### config.mk
export PLATFORM = sky130hd
export DESIGN_NAME = alu_share_ctrl
export DESIGN_NICKNAME = d
export VERILOG_FILES = /design/src/rtl/alu_share_pkg.sv /design/src/rtl/alu_share_ctrl_rr_arb2.sv /design/src/rtl/alu_share_ctrl.sv
export SDC_FILE = /design/constraint.sdc
export NUM_CORES = 1
export LEC_CHECK = 0
export BUFFER_PORTS_ARGS = -buffer_cell sky130_fd_sc_hd__buf_4
export CORE_ASPECT_RATIO = 0.7
export CORE_MARGIN = 10
export CORE_UTILIZATION = 29
export DETAILED_ROUTE_END_ITERATION = 8
export GPL_ROUTABILITY_DRIVEN = 0
export GPL_TIMING_DRIVEN = 0
export SYNTH_ARGS = -nofsm -noshare
export SYNTH_HDL_FRONTEND = slang
export SYNTH_HIERARCHICAL = 1
export SYNTH_SLANG_ARGS = --single-unit
### constraint.sdc
create_clock -name clk -period 5 [get_ports clk]
set_input_delay 0.25 -clock clk [delete_from_list [all_inputs] [get_ports clk]]
set_output_delay 0.25 -clock clk [all_outputs]
set_load 0.01 [all_outputs]
### src/rtl/alu_share_pkg.sv
// Shared types and defaults for the two-requester ALU sharing controller.
// Optional grant statistics are enabled with the ALU_SHARE_STATS_EN macro.
package alu_share_pkg;

  localparam int DATA_W_DEF = 32;
  localparam int OP_W_DEF   = 4;
  localparam int STAT_W     = 16;

  typedef enum logic [1:0] {
    IDLE = 2'd0,
    EXEC = 2'd1,
    RESP = 2'd2
  } state_e;

  // Counter increment that sticks at all-ones instead of wrapping.
  function automatic logic [STAT_W-1:0] sat_inc(input logic [STAT_W-1:0] val);
    if (val == {STAT_W{1'b1}}) begin
      return val;
    end
    return val + 1'b1;
  endfunction

endpackage

### src/rtl/alu_share_ctrl_rr_arb2.sv
// Two-input round-robin arbiter; on contention the requester not granted last wins.
// last_grant resets to 1 so requester 0 wins the first contention.
module rr_arb2
  import alu_share_pkg::*;
(
  input  logic       clk,
  input  logic       reset,
  input  logic       en,
  input  logic [1:0] req,
  output logic [1:0] gnt
);

  logic last_grant_q;
  logic last_grant_d;

  always_comb begin
    gnt = 2'b00;
    if (en) begin
      case (req)
        2'b01:   gnt = 2'b01;
        2'b10:   gnt = 2'b10;
        2'b11:   gnt = last_grant_q ? 2'b01 : 2'b10;
        default: gnt = 2'b00;
      endcase
    end
    last_grant_d = last_grant_q;
    if (gnt != 2'b00) begin
      last_grant_d = gnt[1];
    end
  end

  always_ff @(posedge clk) begin
    if (reset) begin
      last_grant_q <= 1'b1;
    end else begin
      last_grant_q <= last_grant_d;
    end
  end

endmodule

### src/rtl/alu_share_ctrl.sv
// Time-shares one ALU between two requesters: accept, execute, then hold the tagged result.
// Define ALU_SHARE_STATS_EN to add saturating per-requester grant counters.
module alu_share_ctrl
  import alu_share_pkg::*;
#(
  parameter int DATA_W = DATA_W_DEF,
  parameter int OP_W   = OP_W_DEF
)
(
  input  logic              clk,
  input  logic              reset,
  input  logic [1:0]        req_valid,
  output logic [1:0]        req_ready,
  input  logic [OP_W-1:0]   req_op0,
  input  logic [OP_W-1:0]   req_op1,
  input  logic [DATA_W-1:0] req_a0,
  input  logic [DATA_W-1:0] req_b0,
  input  logic [DATA_W-1:0] req_a1,
  input  logic [DATA_W-1:0] req_b1,
  output logic [DATA_W-1:0] alu_a,
  output logic [DATA_W-1:0] alu_b,
  output logic [OP_W-1:0]   alu_op,
  input  logic [DATA_W-1:0] alu_result,
  input  logic              alu_zero,
  output logic              resp_valid,
  input  logic              resp_ready,
  output logic              resp_id,
  output logic [DATA_W-1:0] resp_data,
  output logic              resp_zero,
  output logic              busy
`ifdef ALU_SHARE_STATS_EN
  ,
  output logic [STAT_W-1:0] grant_cnt0,
  output logic [STAT_W-1:0] grant_cnt1
`endif
);

  state_e            state_q, state_d;
  logic [DATA_W-1:0] alu_a_q, alu_a_d;
  logic [DATA_W-1:0] alu_b_q, alu_b_d;
  logic [OP_W-1:0]   alu_op_q, alu_op_d;
  logic              resp_valid_q, resp_valid_d;
  logic              resp_id_q, resp_id_d;
  logic [DATA_W-1:0] resp_data_q, resp_data_d;
  logic              resp_zero_q, resp_zero_d;
  logic              busy_q, busy_d;
  logic [1:0]        gnt;
  logic              arb_en;
`ifdef ALU_SHARE_STATS_EN
  logic [STAT_W-1:0] grant_cnt0_q, grant_cnt0_d;
  logic [STAT_W-1:0] grant_cnt1_q, grant_cnt1_d;
`endif

  // Grants are only offered while idle and never in a reset cycle.
  assign arb_en = (state_q == IDLE) && !reset;

  rr_arb2 u_arb (
    .clk   (clk),
    .reset (reset),
    .en    (arb_en),
    .req   (req_valid),
    .gnt   (gnt)
  );

  assign req_ready  = gnt;
  assign alu_a      = alu_a_q;
  assign alu_b      = alu_b_q;
  assign alu_op     = alu_op_q;
  assign resp_valid = resp_valid_q;
  assign resp_id    = resp_id_q;
  assign resp_data  = resp_data_q;
  assign resp_zero  = resp_zero_q;
  assign busy       = busy_q;
`ifdef ALU_SHARE_STATS_EN
  assign grant_cnt0 = grant_cnt0_q;
  assign grant_cnt1 = grant_cnt1_q;
`endif

  always_comb begin
    state_d      = state_q;
    alu_a_d      = alu_a_q;
    alu_b_d      = alu_b_q;
    alu_op_d     = alu_op_q;
    resp_valid_d = resp_valid_q;
    resp_id_d    = resp_id_q;
    resp_data_d  = resp_data_q;
    resp_zero_d  = resp_zero_q;
    busy_d       = busy_q;
`ifdef ALU_SHARE_STATS_EN
    grant_cnt0_d = grant_cnt0_q;
    grant_cnt1_d = grant_cnt1_q;
`endif
    case (state_q)
      IDLE: begin
        // The latched operands drive the ALU directly and persist after the operation.
        if (gnt != 2'b00) begin
          state_d   = EXEC;
          busy_d    = 1'b1;
          resp_id_d = gnt[1];
          alu_op_d  = gnt[1] ? req_op1 : req_op0;
          alu_a_d   = gnt[1] ? req_a1  : req_a0;
          alu_b_d   = gnt[1] ? req_b1  : req_b0;
`ifdef ALU_SHARE_STATS_EN
          if (gnt[1]) begin
            grant_cnt1_d = sat_inc(grant_cnt1_q);
          end else begin
            grant_cnt0_d = sat_inc(grant_cnt0_q);
          end
`endif
        end
      end
      EXEC: begin
        state_d      = RESP;
        resp_valid_d = 1'b1;
        resp_data_d  = alu_result;
        resp_zero_d  = alu_zero;
      end
      RESP: begin
        if (resp_ready) begin
          state_d      = IDLE;
          resp_valid_d = 1'b0;
          busy_d       = 1'b0;
        end
      end
      default: begin
        state_d      = IDLE;
        resp_valid_d = 1'b0;
        busy_d       = 1'b0;
      end
    endcase
  end

  always_ff @(posedge clk) begin
    if (reset) begin
      state_q      <= IDLE;
      alu_a_q      <= '0;
      alu_b_q      <= '0;
      alu_op_q     <= '0;
      resp_valid_q <= 1'b0;
      resp_id_q    <= 1'b0;
      resp_data_q  <= '0;
      resp_zero_q  <= 1'b0;
      busy_q       <= 1'b0;
`ifdef ALU_SHARE_STATS_EN
      grant_cnt0_q <= '0;
      grant_cnt1_q <= '0;
`endif
    end else begin
      state_q      <= state_d;
      alu_a_q      <= alu_a_d;
      alu_b_q      <= alu_b_d;
      alu_op_q     <= alu_op_d;
      resp_valid_q <= resp_valid_d;
      resp_id_q    <= resp_id_d;
      resp_data_q  <= resp_data_d;
      resp_zero_q  <= resp_zero_d;
      busy_q       <= busy_d;
`ifdef ALU_SHARE_STATS_EN
      grant_cnt0_q <= grant_cnt0_d;
      grant_cnt1_q <= grant_cnt1_d;
`endif
    end
  end

endmodule

Yosys cells after proc, flatten, opt, wreduce, memory -nomap -nowiden:

Index checks and enable logic that the tools add are counted.

* output and inout port bits: 106
* logic and storage cells: 40
* input bits: 174
* register bits: 107

* bitwise logic cells: 2
* reductions and logical operators: 8
* multiplexer cells: 13
* equality and inequality tests: 7

Operators by type and width (number)
* $mux 32: 2
* $pmux 2 s3: 2
* $mux 2: 4
* $eq 2x2->1 const B: 3
* $pmux 1 s3: 2
* $reduce_and 2->1: 3
* $eq 2x1->1 const B: 2
* $mux 4: 1
* $reduce_and 3->1: 1
* $logic_not 2->1: 1
* $mux 1: 2
* $ne 2x1->1 const B: 1
* $ne 2x2->1 const B: 1
* $not 1->1: 2
* $reduce_bool 2->1: 1
* $logic_and 1x1->1: 1
* $logic_not 1->1: 1

Depth between registers and ports, before layout:

Gate-level depths: netlist of the first run.

* depth after elaboration: 6
* depth in mapped cells: 12
* mapped depth without buffers: 6

By module:

The synthesis of the first run kept the hierarchy.

By module, submodules not included
* alu_share_ctrl: area an instance 4489.3 µm², cells an instance 478, times used 1
* rr_arb2: area an instance 58.8 µm², cells an instance 8, times used 1

Least setup slack after synthesis of the first run:

No wires, ideal clock.

* path type: in2reg
* start: in reset
* end: reg alu_a_q[4] (netlist: alu_a[4])
* setup slack: 2728 ps
* data arrival time: 2126 ps
* cell stages on the path: 9
* cells stage by stage: clkbuf_1 -> nor3_1 -> nand2_1 -> a21oi_1 -> clkbuf_1 -> buf_2 -> buf_2 -> mux2i_1 -> a211oi_2

* word-level cells in the longest chain between the ends: 5
* elaborated cells between the ends (all ways): 6
* those cells by class: 2 x mux; 4 x reduce/logical

Ends and longest elaborated chain
* from (decl): line alu_share_ctrl.sv:11 `input logic reset,`
* $logic_not 1->1 (*): line alu_share_ctrl.sv:55 `assign arb_en = (state_q == IDLE) && !reset;`
* $logic_and 1x1->1 (*): line alu_share_ctrl.sv:55
* net arb_en: line alu_share_ctrl.sv:48 `logic arb_en;`
* $mux 2 (*): line alu_share_ctrl_rr_arb2.sv:18 `if (en) begin`
* net req_ready[1]: line alu_share_ctrl.sv:13 `output logic [1:0] req_ready,`
* $reduce_bool 2->1: line alu_share_ctrl.sv:96 `if (gnt != 2'b00) begin`
* $reduce_and 2->1 (no line)
* to (signal assigned): line alu_share_ctrl.sv:150 `alu_a_q <= alu_a_d;`
* to (decl): line alu_share_ctrl.sv:39 `logic [DATA_W-1:0] alu_a_q, alu_a_d;`

Mark *: on every way through the listed nets, which the timed path passes. The rest lies on a longest branch.
A chain may end at the register's enable or synchronous reset.

Worst setup path in the final report of the first run:

* start: reg state_q[1]
* end: reg alu_a_q[5] (netlist: alu_a[5])

* word-level cells in the longest chain between the ends: 5
* elaborated cells between the ends (all ways): 6
* those cells by class: 2 x mux; 4 x reduce/logical

Ends and longest elaborated chain
* from (decl): line alu_share_ctrl.sv:38 `state_e state_q, state_d;`
* from (signal assigned): line alu_share_ctrl.sv:149 `state_q <= state_d;`
* $logic_not 2->1 (*): line alu_share_ctrl.sv:55
* $logic_and 1x1->1 (*): line alu_share_ctrl.sv:55
* net arb_en: line alu_share_ctrl.sv:48
* $mux 2 (*): line alu_share_ctrl_rr_arb2.sv:18
* $reduce_bool 2->1: line alu_share_ctrl.sv:96
* $reduce_and 2->1 (no line)

Marked as above.

==> results.cfg, run 1 <==
[die]
initial_core_util_pct = 29.4
placementRows = 38
core_area_sq_um = 15500
die_w_um = 170
ioPinCount = 280
die_y_um = 125
dieArea_sq_um = 21200

[clock_tree]
h-tree-depth = 3
cts_tree = done
hold_buffers = 0
cts_root_buffer = clkbuf_16
clk_latency_ns = 0.35
clkTransAtPathRegs_ns = 0.08
clock_sinks = 107
postCtsSetupRepairBufs = 0
cts_made_buffers = 9
cts_resized = 0
cts_max_path_buffers = 2

[global_routing]
grt_pass1_vias = 4979
antenna_found_initial = 0
overflow = 0
grt_max_degree = 19
grt_use_total_pct = 16.3
grt_pass1_wl_um = 28000

[synthesis]
synth_top_area_cell = dfxtp_1
synth_warnings = 6
ys_seq_area_share_pct = 47.1
synth_cells = 486
synth_top_area_share_pct = 47.1
synthDistinctLibCells = 22
synth_area_per_cell_sq_um = 9.36
synth_fp_nets = 660
synth_area_sq_um = 4550
ys_ff_latch = 107
yosys-top-cells-area = dfxtp_1 (47%), mux2i_1 (15%), a21oi_1 (12%)

[layout]
antenna_cells = 0
syn2layout_area_growth_pct = 58.1
drive_above_1_share_pct = 41.8
final_common_cell = buf_4
most-common-layout-cells = buf_4 (279), dfxtp_1 (107), a21oi_1 (105)
fin_nets = 950
finalInstanceArea_sq_um = 7190

[worst_hold_path]
hp-class = primary input to flip-flop
min_path_cells = 3
min_from = alu_result[5]

[timing]
hold_viol = 0
rsz0062_at_grt = false
setup_viol = 0
finalClockSkew_ns = 0.00772
relSlewSlack_pct = 49.0
max_freq_mhz = 334
period_needed_ns = 3.00
tightestPinTransition_ns = 0.765
tns_ns = 0
min_period_over_period_pct = 59.9
drv_slew = 0

[routing]
wirelength_um = 18200
drt_iter0_drc = 168
via_count = 4698
ant_nets = 0
drc = 0
routedWlPerCell_um = 18.6
dr.pass1.iters = 4
viasPerCell = 4.79

[setup_path]
crit_start = state_q[1]
cp_max_fo = 10
crit_path_start_kind = flip-flop
crit_path_end_kind = flip-flop
r2r_cells = 8
r2r-start = state_q[1]
critical_path_arrival_ns = 3.20
cp.required_ns = 5.20
worst-setup-path-type = flip-flop to flip-flop

[power_and_ir_drop]
p_clk_share_pct = 31.1
seq_power_share_pct = 42.1
p_int_uw = 1640
pwr-share-comb_pct = 26.8
net-switching-power_uw = 701
p_sw_share_pct = 29.9
powerDensity_nw_per_um2 = 326
p_leak_uw = 0.00300
vdd_drop_max_mv = 0.162

[placed_design]
placed_area_sq_um = 6890
port_buffers = 279
dpl.hpwl_um = 14800

[flow_run]
maxCapViolations = 0

[status]
outcome = complete, no violations
## sequential cells by signal (all words and copies together) (netlist names)
register and cells:
resp_zero 1, alu_b 32, resp_valid 1, resp_id 1
alu_a 32, resp_data 32, busy 1, u_arb/last_grant_q 1
state_q 2, alu_op 4
## layer usage
| metal | GRT usage [%] | up-vias | wire [um] |
|---|---|---|---|
| li1 | - | 2327 | - |
| met1 | 19.7 | 2187 | 7890 |
| met2 | 27.2 | 171 | 8660 |
| met3 | 5.92 | 13 | 1480 |
| met4 | 3.35 | 0 | 178 |
| met5 | 0 | - | 0 |
## cell usage after synthesis
library cell    n
nor2_1          4
a211oi_1       48
nor3_1          2
buf_1           5
dfxtp_1       107
a21oi_1       105
and2_1          2
clkbuf_2        1
buf_2           8
o31a_1          1
inv_1           2
or2_1           1
clkbuf_1       34
nor2b_1         1
a211o_1         1
nand2b_1        2
a32o_1          1
o21a_1          1
buf_6           3
a211oi_2       20
mux2i_1        68
nand2_1        69
## cells by family after synthesis
logic type | synth area share (%)
multiplexers | 15.0
flip-flops | 47.1
AO/OA/AOI/OAI | 25.7
AND/OR/NAND/NOR | 7.07
buffers and inverters | 5.12
## area by class of cell
cell class / instances / area, sq um
Buffer: 51 / 225
Clock buffer: 9 / 225
Clock inverter: 6 / 73.8
Fill cell: 1527 / 8260
Inverter: 2 / 7.51
Multi-Input combinational cell: 326 / 2170
Sequential cell: 107 / 2140
Tap cell: 200 / 250
Timing Repair Buffer: 279 / 2090
## metrics by stage
stage / hold WS, ns / total power, uW / std cells / setup WS [ns] / utilization [%]
6_report: 0.149 / 2350 / 980 / 2.00 / 46.5
5_1_grt: 0.138 / 2480 / 980 / 1.78 / 46.5
4_1_cts: 0.137 / 2380 / 980 / 1.94 / 46.5
3_5_place_dp: 0.447 / 1650 / 965 / 1.67 / 44.6
3_3_place_gp: 0.446 / 1630 / 965 / 1.73 / 44.6
2_1_floorplan: 0.382 / 1310 / 486 / 2.73 / -
## critical path, stage by stage, from the launching register on
cell      delay (ns)
dfxtp_1         0.37
nor3_1          0.51
nand2_1         0.10
a21oi_1         0.18
clkbuf_1        0.45
buf_2           0.45
buf_2           0.38
mux2i_1         0.30
a211oi_2        0.10
## path summary, 6_finish.rpt
kind	slack, ns	end
worst min-delay path	0.15	resp_data[5]
worst max-delay path	2.00	alu_a[5]
worst max register to register	2.00	alu_a[5]
worst min register to register	0.46	resp_data[24]
## power groups by stage
stage	registers [uW]	clock network, uW	logic [uW]
2_1_floorplan	1040	0	269
3_3_place_gp	1000	0	626
3_5_place_dp	1010	0	639
4_1_cts	988	757	639
5_1_grt	999	790	689
6_report	988	730	628
(Power assumes the default switching activity.)
==> run 2: changes to the inputs <==
--- a/config.mk
+++ b/config.mk
@@ -5,6 +5,7 @@
 export SDC_FILE = /design/constraint.sdc
 export NUM_CORES = 1
 export LEC_CHECK = 0
+export ABC_AREA = 1
 export BUFFER_PORTS_ARGS = -buffer_cell sky130_fd_sc_hd__buf_4
 export CORE_ASPECT_RATIO = 0.7
 export CORE_MARGIN = 10
==> constraint.sdc (replaced) <==
create_clock -name clk -period 2.61 [get_ports clk]
set_input_delay 0.1305 -clock clk [delete_from_list [all_inputs] [get_ports clk]]
set_output_delay 0.1305 -clock clk [all_outputs]
set_load 0.01 [all_outputs]
==> run 2 against run 1 <==
Synthesized area grew 4.2%; largest cell class unchanged; sequential share of layout area is 1.1 points lower; critical path type is now primary input to flip-flop; flip-flop and latch count stayed put; non-clock buffer count is 5 higher; core utilization fell by 0.31 points.
==> results.cfg, run 2 <==
[synthesis]
synthDistinctLibCells = 19
synth_top_area_share_pct = 45.2
yosys-top-cells-count = nand2_1 (211), nor2_1 (137), dfxtp_1 (107), a21oi_1 (71), o21ai_1 (68)
synth_area_sq_um = 4740
synth_fp_nets = 877
ys_seq_area_share_pct = 45.2
synth_top_area_cell = dfxtp_1
synth_most_common_cell = nand2_1
ys_ff_latch = 107
ys.flop_type = dfxtp_1
synth_warnings = 6
synth_area_per_cell_sq_um = 6.74
synth_cells = 703
synth_edf_count = 0
yosys-top-cells-area = dfxtp_1 (45%), nand2_1 (17%), nor2_1 (11%)
async_flop_share_pct = 0

[timing]
finalClockSkew_ns = 0.00634
finalWorstSetupSlack_ns = 0.275
min_period_over_period_pct = 89.5
period_needed_ns = 2.33
max_freq_mhz = 428
tightestPinTransition_ns = 0.454
rsz0062_at_grt = false
drv_slew = 0
relSlewSlack_pct = 69.7
fin_hold_ws_ns = 0.0274
setup_viol = 0
tns_ns = 0
hold_viol = 0

[power_and_ir_drop]
net-switching-power_uw = 1410
powerDensity_nw_per_um2 = 630
p_clk_share_pct = 31.9
pwr-share-comb_pct = 27.4
p_int_uw = 3290
vdd_drop_max_mv = 0.337
p_leak_uw = 0.00375
p_sw_share_pct = 30.1
seq_power_share_pct = 40.6

[setup_path]
worst-setup-path-type = primary input to flip-flop
r2r-start = state_q[0]
critical_path_arrival_ns = 2.58
cp_max_fo = 10
crit_path_end_kind = flip-flop
r2r_slack_ns = 0.35
crit_path_start_kind = primary input
cp.required_ns = 2.85
r2r_cells = 15
reg2reg_to = alu_a[8]

[clock_tree]
clkTransAtPathRegs_ns = 0.07
clk_latency_ns = 0.35
cts_max_path_buffers = 2
cts_tree = done
h-tree-depth = 3
cts_root_buffer = clkbuf_16
clock_sinks = 107
cts_made_buffers = 9

[die]
die_y_um = 127
placementRows = 39
die_w_um = 173
initial_core_util_pct = 29.4
core_area_sq_um = 16200
dieArea_sq_um = 21900
ioPinCount = 280

[global_routing]
overflow = 0
grt_max_degree = 19
grt_pass1_wl_um = 30200
antenna_found_initial = 0
grt_pass1_vias = 5444
grt_use_total_pct = 17.0

[layout]
syn2layout_area_growth_pct = 57.5
final_common_cell = buf_4
fillers = 1723
antenna_cells = 0
fin_cells = 1226
drive_above_1_share_pct = 34.7
utilization_pct = 46.2
fin_nets = 1170
most-common-layout-cells = buf_4 (288), nand2_1 (211), nor2_1 (137)

[routing]
via_count = 5452
drc = 0
drt_iter0_drc = 312
routedWlPerCell_um = 15.9
viasPerCell = 4.45
dr.pass1.iters = 5
wirelength_um = 19500
ant_nets = 0

[worst_hold_path]
min_from = alu_result[28]
min_to = resp_data[28]
hp-class = primary input to flip-flop
min_path_cells = 3

[placed_design]
port_buffers = 279
dpl.hpwl_um = 15600
place_inst = 1207
place_ws_ns = 0.117

[flow_run]
maxCapViolations = 0

[status]
outcome = complete, no violations
-- run 2: cell count changes after synthesis, moves of 48 or more --
cell,change
o21ai_1,+68
a211oi_1,-48
nand2_1,+142
nor2_1,+133
mux2i_1,-68
-- run 2: layout make-up --
| cell class | instances | area, sq um | share of cell area (%) |
|---|---|---|---|
| Tap cell | 225 | 282 | 3.77 |
| Inverter | 13 | 51.3 | 0.687 |
| Timing Repair Buffer | 282 | 2120 | 28.4 |
| Clock buffer | 10 | 229 | 3.07 |
| Clock inverter | 6 | 96.3 | 1.29 |
| Buffer | 53 | 299 | 4.00 |
| Multi-Input combinational cell | 530 | 2250 | 30.1 |
| Sequential cell | 107 | 2140 | 28.7 |
-- run 2: worst max-delay path by stage --
stage | startpoint | end | slack [ns] | depth (start not counted)
floorplan | state_q[1] | alu_a[4] | 0.72 | 16
global placement | state_q[1] | alu_b[0] | 0.14 | 15
detailed placement | state_q[1] | alu_b[1] | 0.12 | 15
CTS | state_q[1] | alu_b[1] | 0.08 | 15
global route | reset | alu_b[11] | 0.007 | 17
finish | reset | alu_a[8] | 0.28 | 17
-- run 2: worst max-delay path, cell delays in order --
cell	delay, ns
dlygate4sd3_1	0.55
buf_4	0.16
inv_2	0.09
buf_4	0.21
nand2_1	0.12
inv_1	0.08
nand2_1	0.05
inv_1	0.06
nand2_2	0.06
inv_1	0.06
buf_2	0.21
inv_4	0.11
nand2_4	0.14
nand2_4	0.11
buf_2	0.21
o21ai_1	0.17
nor2_1	0.05
-- run 2: kinds of logic after synthesis --
kind of cell / after synthesis / share of synthesized area (%)
simple gates: 357 / 29.2
compound gates: 173 / 18.3
buf+inv: 66 / 7.39
flops: 107 / 45.2
-- run 2: metrics by stage --
stage,area [sq um],total power (uW)
floorplan,4740,2560
global placement,7120,3240
detailed placement,7120,3250
CTS,7450,4760
global route,7470,5000
finish,7470,4700
-- run 2: metal layers --
| metal | vias to the layer above | part of all wire (%) | wire length (um) | global-route usage [%] |
|---|---|---|---|---|
| met3 | 16 | 8.9 | 1740 | 6.92 |
| met2 | 197 | 43 | 8430 | 26.2 |
| met4 | 0 | 1.2 | 239 | 4.20 |
| met1 | 2406 | 47 | 9070 | 21.8 |
| met5 | - | 0 | 0 | 0 |
| li1 | 2833 | - | - | - |
-- run 2: timing repair --
item / 4_1_cts / 5_1_grt
gates resized for setup: 0 / 0
endpoints found under the hold margin: 2 / 0
endpoints found under the setup margin: 0 / 69
setup buffers: 0 / 2
hold buffers: 1 / 0
-- run 2: power groups by stage --
stage / sequential [uW] / combinational (uW) / clock, uW
2_1_floorplan: 2020 / 543 / 0
3_3_place_gp: 1940 / 1300 / 0
3_5_place_dp: 1950 / 1300 / 0
4_1_cts: 1910 / 1300 / 1550
5_1_grt: 1930 / 1440 / 1620
6_report: 1910 / 1290 / 1500
==> run 3: changes to the inputs <==
--- a/config.mk
+++ b/config.mk
@@ -13,6 +13,7 @@
 export DETAILED_ROUTE_END_ITERATION = 8
 export GPL_ROUTABILITY_DRIVEN = 0
 export GPL_TIMING_DRIVEN = 0
+export PLACE_DENSITY_LB_ADDON = 0.15
 export SYNTH_ARGS = -nofsm -noshare
 export SYNTH_HDL_FRONTEND = slang
 export SYNTH_HIERARCHICAL = 1
==> run 3 against run 2 <==
Sequential share of layout area hardly changed; first-iteration DRC count is 18% lower; power is 1.3% lower; cell area hardly changed; register-to-register slack better by 0.02 ns; worst setup slack better by 0.037 ns; core utilization hardly changed; count of clock-buffer cells in the layout stayed put.
==> results.cfg, run 3 (same netlist as run 2, synthesis figures left out) <==
[status]
outcome = complete, no violations

[routing]
routed.top_layer = met4
routedWlPerCell_um = 15.3
wirelength_um = 18800
dr_wl_met2_um = 8430
viasPerCell = 4.34
wl_met3_um = 1290
drc = 0
ant_nets = 0
met1Wirelength_um = 8870
dr.pass1.iters = 4
via_count = 5318
drt_iter0_drc = 255

[clock_tree]
cts_tree = done
h-tree-depth = 3
clock_sinks = 107
clk_latency_ns = 0.35
clkTransAtPathRegs_ns = 0.07
cts_made_buffers = 9
cts_max_path_buffers = 2
cts_root_buffer = clkbuf_16

[die]
placementRows = 39
core_area_sq_um = 16200
ioPinCount = 280
dieArea_sq_um = 21900
die_y_um = 127
initial_core_util_pct = 29.4
die_w_um = 173

[timing]
finalClockSkew_ns = 0.00853
relSlewSlack_pct = 69.2
tns_ns = 0
max_freq_mhz = 435
finalWorstSetupSlack_ns = 0.312
period_needed_ns = 2.30
setup_viol = 0
min_period_over_period_pct = 88.1
hold_viol = 0
drv_slew = 0
rsz0062_at_grt = false
tightestPinTransition_ns = 0.462

[setup_path]
crit_buf_inv = 10
path_depth = 17
r2r-start = state_q[0]
cpPeakStageDelay_ns = 0.56
worst-setup-path-type = primary input to flip-flop
cp_max_fo = 10
cpLargestDelayFamily = buffers and inverters
critical_path_arrival_ns = 2.54
cp-endpoint = alu_a[11]
r2r_slack_ns = 0.37
crit_top_cell = inv_1
crit_path_start_kind = primary input
reg2reg_to = alu_a[11]
r2r_cells = 15
crit_path_end_kind = flip-flop
cp_slowest_cell = dlygate4sd3_1
cp_cell_sequence = dlygate4sd3_1 -> buf_4 -> inv_2 -> buf_4 -> nand2_1 -> inv_1 -> nand2_1 -> inv_1 -> nand2_2 -> inv_1 -> clkbuf_4 -> inv_4 -> nand2_4 -> nand2_4 -> buf_2 -> o21ai_1 -> nor2_1
cp.required_ns = 2.86
crit_start = reset

[power_and_ir_drop]
powerDensity_nw_per_um2 = 622
p_leak_uw = 0.00375
p_sw_share_pct = 30.5
seq_power_share_pct = 41.1
p_int_uw = 3230
vdd_drop_max_mv = 0.315
pwr-share-comb_pct = 27.5
net-switching-power_uw = 1420
p_clk_share_pct = 31.4

[placed_design]
place_ws_ns = 0.154
port_buffers = 279
dpl.hpwl_um = 15000

[worst_hold_path]
hp-class = primary input to flip-flop
min_path_cells = 3

[global_routing]
grt_pass1_vias = 5156
grt_max_degree = 20
overflow = 0
grt_use_total_pct = 16.3
antenna_found_initial = 0
grt_pass1_wl_um = 29000

[layout]
fillers = 1750
antenna_cells = 0
most-common-layout-cells = buf_4 (288), nand2_1 (211), nor2_1 (137)
syn2layout_area_growth_pct = 57.4
fin_nets = 1170
drive_above_1_share_pct = 34.8
final_common_cell = buf_4

[flow_run]
maxCapViolations = 0
==> run 3: cell count changes in the layout (fill, tap and decap cells not counted), sizes merged <==
cell,change
buf,-1
clkinvlp,-1
bufinv,-1
inv,+2
clkbuf,+1
==> run 3: worst reg2reg max path: cells and delay by family, from the launching register on <==
family,cells,cell delay (ns)
AND/OR/NAND/NOR,7,0.68
flip-flops,1,0.37
AO/OA/AOI/OAI,1,0.15
buffers and inverters,7,0.93
==> run 3: cell type report <==
type                       count  area, sq um  share of cell area (%)
clock inverter                 6         78.8                    1.06
inverter                      13         51.3                   0.687
timing repair buffer         282         2120                    28.4
buffer                        53          302                    4.04
tap                          225          282                    3.77
sequential                   107         2140                    28.7
multi-input combinational    530         2250                    30.1
clock buffer                  10          239                    3.20
==> run 3: power groups by stage <==
| stage | Combinational, uW | Sequential [uW] | Clock, uW |
|---|---|---|---|
| 6_report | 1280 | 1910 | 1460 |
| 5_1_grt | 1420 | 1930 | 1560 |
| 4_1_cts | 1290 | 1910 | 1510 |
| 3_5_place_dp | 1290 | 1940 | 0 |
| 3_3_place_gp | 1290 | 1940 | 0 |
| 2_1_floorplan | 543 | 2020 | 0 |
==> run 3: worst min-delay path by stage <==
stage                   startpoint            end  slack (ns)
finish              alu_result[18]  resp_data[18]        0.03
global route         alu_result[0]   resp_data[0]        0.02
CTS                 alu_result[31]  resp_data[31]        0.02
detailed placement           reset     state_q[1]        0.33
global placement             reset     state_q[1]        0.33
floorplan                    reset     state_q[1]        0.20
==> run 3: stage by stage <==
stage / total power [uW] / instances / utilization [%] / cell area, sq um / hold slack [ns]
2_1_floorplan: 2560 / 703 / - / 4740 / 0.200
3_3_place_gp: 3230 / 1207 / 44.1 / 7120 / 0.332
3_5_place_dp: 3230 / 1207 / 44.1 / 7120 / 0.335
4_1_cts: 4710 / 1224 / 46.1 / 7440 / 0.0182
5_1_grt: 4920 / 1226 / 46.2 / 7460 / 0.0227
6_report: 4640 / 1226 / 46.2 / 7460 / 0.0311
==> run 3: per-layer routing <==
layer,GRT usage (%),up-vias
met5,0,-
met4,4.04,0
met3,5.09,16
met2,25.8,156
met1,21.2,2318
li1,-,2828
==> run 3: timing repair <==
item	in CTS	in global routing
setup buffers	0	2
hold buffers	1	0
endpoints found under the hold margin	2	0
resized for setup	0	1
setup endpoints to repair	0	59
